$ cat config.mk
export PLATFORM = sky130hd
export DESIGN_NAME = blink_pattern_sequencer
export DESIGN_NICKNAME = d
export VERILOG_FILES = /design/src/rtl/blink_pattern_sequencer.sv
export SDC_FILE = /design/constraint.sdc
export NUM_CORES = 1
export LEC_CHECK = 0
export ABC_AREA = 1
export ABC_CLOCK_PERIOD_IN_PS = 1550
export BUFFER_PORTS_ARGS = -buffer_cell sky130_fd_sc_hd__clkbuf_2
export CAP_MARGIN = 20
export CORE_MARGIN = 2
export CORE_UTILIZATION = 26
export DETAILED_ROUTE_END_ITERATION = 12
export HOLD_SLACK_MARGIN = 0.03
export PLACE_DENSITY_LB_ADDON = 0.2
export SYNTH_ARGS = -nofsm -noshare
export SYNTH_HDL_FRONTEND = slang
export SYNTH_SLANG_ARGS = --single-unit
$ cat constraint.sdc
create_clock -name CLK -period 1.55 [get_ports CLK]
set_input_delay 0.155 -clock CLK [delete_from_list [all_inputs] [get_ports CLK]]
set_output_delay 0.155 -clock CLK [all_outputs]
set_load 0.05 [all_outputs]
$ cat src/rtl/blink_pattern_sequencer.sv
// Selects one of a small table of 32-bit blink patterns for lookup_blinker_32.
// Advances on a debounced button press or an auto timer, committing only at frame wrap.
module blink_pattern_sequencer #(
  parameter int DEBOUNCE_CYCLES = 320000,
  parameter int NUM_PATTERNS    = 8,
  parameter int AUTO_FRAMES     = 4
) (
  input  logic        CLK,
  input  logic        RST_N,
  input  logic        BTN,
  input  logic        AUTO_EN,
  input  logic [4:0]  frame_index,
  output logic [31:0] blink_pattern,
  output logic [2:0]  pattern_sel,
  output logic        pending,
  output logic        dbg_state,
  output logic [2:0]  dbg_target
);

  localparam int CNT_W = (DEBOUNCE_CYCLES > 1) ? $clog2(DEBOUNCE_CYCLES) : 1;
  localparam int FCNT_W = $clog2(AUTO_FRAMES + 1);

  typedef enum logic {
    IDLE    = 1'b0,
    PENDING = 1'b1
  } state_t;

  function automatic logic [31:0] table_lookup(input logic [2:0] idx);
    logic [31:0] pat;
    case (idx)
      3'd0:    pat = 32'b01010101010101001111111011111111;
      3'd1:    pat = 32'hFFFF0000;
      3'd2:    pat = 32'hAAAAAAAA;
      3'd3:    pat = 32'hF0F0F0F0;
      3'd4:    pat = 32'h80000000;
      3'd5:    pat = 32'hFFFFFFFF;
      3'd6:    pat = 32'h0000000F;
      default: pat = 32'hCCCCCCCC;
    endcase
    return pat;
  endfunction

  function automatic logic [2:0] next_idx(input logic [2:0] idx);
    logic [2:0] nxt;
    if (idx >= 3'(NUM_PATTERNS - 1)) nxt = 3'd0;
    else                             nxt = idx + 3'd1;
    return nxt;
  endfunction

  logic              sync1_q, btn_s_q;
  logic              stable_q, stable_d;
  logic [CNT_W-1:0]  cnt_q, cnt_d;
  logic [4:0]        prev_index_q;
  logic [FCNT_W-1:0] fcnt_q, fcnt_d;
  state_t            state_q, state_d;
  logic [2:0]        target_q, target_d;
  logic [2:0]        sel_q, sel_d;
  logic [31:0]       pattern_q, pattern_d;
  logic              pending_q, pending_d;

  logic press, wrap, auto_req, req;

  // Debounce: press fires on the cycle the stable level is about to rise.
  always_comb begin
    stable_d = stable_q;
    cnt_d    = cnt_q;
    press    = 1'b0;
    if (btn_s_q == stable_q) begin
      cnt_d = '0;
    end else if (cnt_q == CNT_W'(DEBOUNCE_CYCLES - 1)) begin
      stable_d = btn_s_q;
      cnt_d    = '0;
      press    = btn_s_q;
    end else begin
      cnt_d = cnt_q + CNT_W'(1);
    end
  end

  assign wrap = (prev_index_q == 5'd31) && (frame_index == 5'd0);

  always_comb begin
    fcnt_d   = fcnt_q;
    auto_req = 1'b0;
    if (!AUTO_EN || state_q == PENDING) begin
      fcnt_d = '0;
    end else if (wrap) begin
      if (fcnt_q == FCNT_W'(AUTO_FRAMES - 1)) begin
        auto_req = 1'b1;
        fcnt_d   = '0;
      end else begin
        fcnt_d = fcnt_q + FCNT_W'(1);
      end
    end
  end

  assign req = press | auto_req;

  // A wrap commits only what was already pending; a request arriving with it queues the next step.
  always_comb begin
    state_d   = state_q;
    target_d  = target_q;
    sel_d     = sel_q;
    pattern_d = pattern_q;
    case (state_q)
      IDLE: begin
        if (req) begin
          state_d  = PENDING;
          target_d = next_idx(sel_q);
        end
      end
      PENDING: begin
        if (wrap) begin
          sel_d     = target_q;
          pattern_d = table_lookup(target_q);
          if (req) target_d = next_idx(target_q);
          else     state_d  = IDLE;
        end else if (req) begin
          target_d = next_idx(target_q);
        end
      end
      default: state_d = IDLE;
    endcase
    pending_d = (state_d == PENDING);
  end

  always_ff @(posedge CLK or negedge RST_N) begin
    if (!RST_N) begin
      sync1_q      <= 1'b0;
      btn_s_q      <= 1'b0;
      stable_q     <= 1'b0;
      cnt_q        <= '0;
      prev_index_q <= 5'd0;
      fcnt_q       <= '0;
      state_q      <= IDLE;
      target_q     <= 3'd0;
      sel_q        <= 3'd0;
      pattern_q    <= table_lookup(3'd0);
      pending_q    <= 1'b0;
    end else begin
      sync1_q      <= BTN;
      btn_s_q      <= sync1_q;
      stable_q     <= stable_d;
      cnt_q        <= cnt_d;
      prev_index_q <= frame_index;
      fcnt_q       <= fcnt_d;
      state_q      <= state_d;
      target_q     <= target_d;
      sel_q        <= sel_d;
      pattern_q    <= pattern_d;
      pending_q    <= pending_d;
    end
  end

  assign blink_pattern = pattern_q;
  assign pattern_sel   = sel_q;
  assign pending       = pending_q;
  assign dbg_state     = state_q;
  assign dbg_target    = target_q;

endmodule

---- Word-level counts from Yosys, hierarchy flattened ----
Index checks and enable logic that the tools add are counted.
cells by class
  add/sub/neg operators ................... 4
  magnitude comparators ................... 2
  equal/unequal tests ..................... 12
  reduce and logical (&&, ||, !) cells .... 9
  bitwise gates (word level) .............. 3
  muxes and demuxes ....................... 19
operators with widths
  kind                   number
  $pmux 32 s7            1
  $mux 19                2
  $mux 3                 7
  $add 19x1->19 const B  1
  $eq 19x19->1 const B   1
  $add 3x1->3 const B    3
  $eq 3x2->1 const B     3
  $eq 3x3->1 const B     3
  $mux 1                 7
  $ge 3x3->1 const B     2
  $pmux 3 s2             1
  $reduce_and 2->1       3
  $eq 5x5->1 const B     1
  $logic_not 5->1        1
  $eq 3x1->1 const B     1
  $logic_not 3->1        1
  $ne 2x1->1 const B     1
  $ne 2x2->1 const B     1
  $not 1->1              2
  $pmux 1 s2             1
  $reduce_bool 2->1      1
  $eq 1x1->1             1
  $logic_and 1x1->1      1
  $logic_not 1->1        1
  2 further kinds        2
storage, ports and cells
  flip-flop bits (word level) ............. 69
  input port bits ......................... 9
  word-level logic and storage cells ...... 59
  output and inout bits ................... 40

---- Depth between registers and ports, before layout ----
  depth after elaboration ................. 8
  gate-level depth with buffers ........... 9
  gate-level depth less buffers ........... 9

---- Least setup slack after synthesis ----
Ideal clock, no wire load.
  kind .................................... reg2reg
  from .................................... reg target_q[0], in the netlist dbg_target[0]
  to ...................................... reg pattern_q[11], in the netlist blink_pattern[11]
  data arrival time ....................... 1.707 ns
  library setup time ...................... 0.073 ns
  clock period less this slack ............ 1.780 ns
  path slack .............................. -0.230 ns
  path buffers ............................ 0
  stages on the path, launching flop included .. 8
  data required time ...................... 1.477 ns
  cell sequence ........................... dfrtp_1 inv_1 ha_1 nor2_1 nand3_1 nand3_2 inv_2 a21oi_1
between the ends
  cells in the longest elaborated chain, start to end .. 2
  elaborated cells on any way between the ends .. 8
  classes of those cells .................. eq/ne (6); mux (1); reduce/logical (1)
RTL lines
  item                                RTL line  text
  start, declared                     56        logic [2:0] target_q, target_d;
  start signal, assigned              147       target_q <= target_d;
  $eq 3x3->1 (tied with other cells)  30        case (idx)
  $pmux 32 s7 *                       30
  end signal, assigned                137       pattern_q <= table_lookup(3'd0);
  end signal, assigned                149       pattern_q <= pattern_d;
  end, declared                       58        logic [31:0] pattern_q, pattern_d;
Every way passes the cells marked *; elsewhere a longest branch is shown, timed or not.
A chain may end at the register's enable or synchronous reset.

---- Final worst setup path ----
  from .................................... reg cnt_q[1]
  to ...................................... reg target_q[1], in the netlist dbg_target[1]
between the ends
  cells in the longest elaborated chain, start to end .. 6
  elaborated cells on any way between the ends .. 7
  classes of those cells .................. eq/ne (3); mux (2); bitwise (1); reduce/logical (1)
RTL lines
  item                                                              RTL line  text
  start, declared                                                   52        logic [CNT_W-1:0] cnt_q, cnt_d;
  start signal, assigned                                            143       cnt_q <= cnt_d;
  $eq 19x19->1 *                                                    70        end else if (cnt_q == CNT_W'(DEBOUNCE_CYCLES - 1)) begin
  $mux 1 *                                                          70
  $mux 1 *                                                          68        if (btn_s_q == stable_q) begin
  $or 1x1->1 *                                                      96        assign req = press | auto_req;
  $ne 2x2->1 (no source line) / $ne 2x1->1 (equally long branches)  -
  $reduce_and 2->1 (no source line) *                               -
Marked as above.

==> flow_summary_export.csv <==
group,metric,value,unit
routing,vias,2654,
synthesis,synthTopCellsByCount,"nand2_1 (84), nor2_1 (55), dfrtp_1 (44)",
critical_path,r2r_slack,10,ps
critical_path,r2r-end,"dbg_target[1]",
clocking,cts_tree,"yes",
routing,avgRoutedWirePerCell,12.4,um
critical_path,crit_top_cell,"nand2_1",
die,initial_core_util,0.265,
synthesis,syn_area_per_cell,8.29,um2
die,die_area,12500,um2
synthesis,synth_seq_area_share,0.497,
synthesis,synth_edf_count,0,
synthesis,syn_inst,363,
synthesis,yosysWarnings,0,
routing,drt_iter0_markers,109,
timing,relSlewSlack,0.723,
timing,timing.hold.ws,144,ps
timing,rsz0062_at_grt,"true",
clocking,numCtsBuffers,9,
final_layout,drive_gt1_frac,0.344,
pwr,power_density,947,nW/um2
critical_path,criticalPathCategory,"reg -> reg",
clocking,clkTransAtPathRegs,50,ps
global_routing,gr-total-overflow,0,
synthesis,synthArstFlopShare,1.00,
synthesis,ys_seq_elements,59,
critical_path,cp-start-kind,"register",
final_layout,layout.nets,469,
pwr,vdd_ir_drop_max,0.000722,V
min_path,holdPathStages,4,
die,die_h,112,um
outcome,status,"completed",
synthesis,synth_ff_type,"dfrtp_1",
timing,final.period_utilization,0.991,
critical_path,slowest_stage,"dfrtp_1",
critical_path,cp_cell_sequence,"ha_4, nand3_4, nor3_4, buf_4, nand4_1, nand2_1, nand2_1, nand2_1",
global_routing,grt.total_usage,0.127,
timing,clock_skew,7.64,ps
min_path,hold_class,"in -> reg",
timing,max_freq,0.651,GHz
timing,worstMarginPinSlew,415,ps
die,num_rows,39,
place,place.gp.congestion,0.780,
global_routing,grt_max_degree,46,
timing,finalSetupViolations,0,
routing,vias_per_cell,4.43,
clocking,clockBufferDepth,2,
final_layout,antenna_cells,0,
place,hpwl,5.30,mm
clocking,clock_latency,330,ps
min_path,whs_endpoint,"blink_pattern[23]",
pwr,power,3.97,mW
synthesis,synth_top_area_cell,"dfrtp_1",
job,maxCapViolations,0,
die,core,11400,um2
final_layout,synthToLayoutAreaGrowth,39.4,%
synthesis,syn_nets,381,
global_routing,grt_pass1_vias,2553,
global_routing,antenna_found_initial,0,
critical_path,cpPeakStageDelay,390,ps
die,ios,49,
global_routing,grt_first_pass_wirelength,12.7,mm
routing,drc,0,
routing,drtPass1Iterations,4,
final_layout,n_fill_cell,1173,
synthesis,synth.distinct_cells,30,
clocking,cts.sinks,59,
critical_path,rr_startpoint,"cnt_q[1]",
final_layout,postLayoutCellArea,4190,um2
critical_path,arrival,1800,ps
pwr,leakage,2.02,nW
critical_path,worstPathRequired,1820,ps
synthesis,synth_top_area_frac,0.366,
routing,antenna_left,0,
critical_path,worst_r2r_path_depth,8,
synthesis,post-synth-top-count-cell,"nand2_1",
place,placed_cell_area,3500,um2
critical_path,endpoint_kind,"register",
die,die_w,112,um
place,portBuffers,48,
clocking,htreeDepth,3,
synthesis,syn_area,3010,um2
routing,wl,7.46,mm
timing,hold_violations,0,
timing,finalMaxSlewViolations,0,
timing,fin_crit,1540,ps
min_path,min_from,"frame_index[4]",
synthesis,synthTopCellsByArea,"dfrtp_1 (37%), dfstp_2 (13%), nand2_1 (10%), nor2_1 (6.9%), nand3_1 (4.3%)",
clocking,cts-root-buf,"clkbuf_16",
critical_path,crit_fanout,4,
==> cells by family after synthesis <==
kind of cell,share of synthesized area
AND/OR/NAND/NOR,0.274
XOR/XNOR,0.0291
adder cells (fa/ha/maj),0.0374
AO/OA/AOI/OAI,0.0778
flip-flops,0.497
buffers and inverters,0.0848
==> cell type report <==
| class | count | area [um2] | area share |
|---|---|---|---|
| multi-input combinational | 250 | 1400 | 0.333 |
| clock inverter | 4 | 47.5 | 0.0113 |
| sequential | 59 | 1500 | 0.357 |
| timing repair buffer | 95 | 658 | 0.157 |
| tap | 143 | 179 | 0.0427 |
| inverter | 36 | 148 | 0.0352 |
| clock buffer | 12 | 267 | 0.0635 |
==> worst max-delay path: cells and delay by family (launching register included) <==
| kind | cells | cell delay, ps |
|---|---|---|
| buffers and inverters | 1 | 150 |
| and+or+nand+nor | 6 | 750 |
| DFF | 1 | 390 |
| adders and majority gates | 1 | 170 |
==> stage by stage <==
step | instances | utilization | worst slack [ps] | setup TNS, ps
2_1_floorplan | 363 | - | 23.2 | 0
3_3_place_gp | 558 | 0.308 | -18.2 | -51.4
3_5_place_dp | 558 | 0.308 | -15.4 | -17.8
4_1_cts | 581 | 0.342 | 4.71 | 0
5_1_grt | 599 | 0.369 | -119 | -705
6_report | 599 | 0.369 | 14.1 | 0
==> cells in the final DEF, fill, tap and decap left out, types with 6 or more instances in the layout <==
cell type,Yosys,layout
nand3_1,26,23
dfstp_2,15,15
clkbuf_2,0,47
nand2_1,84,80
inv_1,34,30
dlygate4sd3_1,0,7
clkbuf_16,0,9
buf_6,0,6
dfrtp_1,44,41
buf_4,13,32
nand4_1,7,7
o21ai_0,16,12
xor2_1,7,6
nor2_1,55,52
o21ai_1,2,6
a21oi_1,19,17
==> where the power goes <==
group	total [mW]	switching, mW	internal (mW)
Sequential	1.62	0.0284	1.59
Combinational	0.297	0.207	0.0904
Clock	2.06	0.691	1.37
Total	3.97	0.926	3.05
==> routing by layer <==
| metal | track usage | wire length (um) | vias up |
|---|---|---|---|
| met1 | 0.173 | 3510 | 1253 |
| met3 | 0.0348 | 287 | 9 |
| met2 | 0.193 | 3560 | 52 |
| li1 | - | - | 1340 |
| met4 | 0.0486 | 96 | 0 |
| met5 | 0 | 0 | - |
==> registers in the layout, indices dropped and copies added (netlist names) <==
signal         flops
pattern_sel        3
sync1_q            1
dbg_target         3
pending            1
fcnt_q             3
blink_pattern     22
cnt_q             19
btn_s_q            1
stable_q           1
prev_index_q       5
==> worst max-delay path by stage <==
stage | from | endpoint | slack, ps | cells after the start
after floorplan | dbg_target[2] | blink_pattern[11] | 20 | 6
after global placement | dbg_target[1] | blink_pattern[1] | -20 | 8
after detailed placement | dbg_target[1] | blink_pattern[1] | -20 | 8
after CTS | dbg_target[1] | blink_pattern[1] | 5 | 8
after global routing | cnt_q[1] | dbg_target[0] | -120 | 8
final | cnt_q[1] | dbg_target[1] | 10 | 8
==> what timing repair did <==
item	4_1_cts	5_1_grt
resized for setup	2	44
pin swaps	0	17
buffers inserted	0	18
endpoints found under the hold margin	18	0
hold buffers	7	0
endpoints found under the setup margin	3	46
cloned	0	1
No activity file was read; power rests on OpenSTA's default activity.
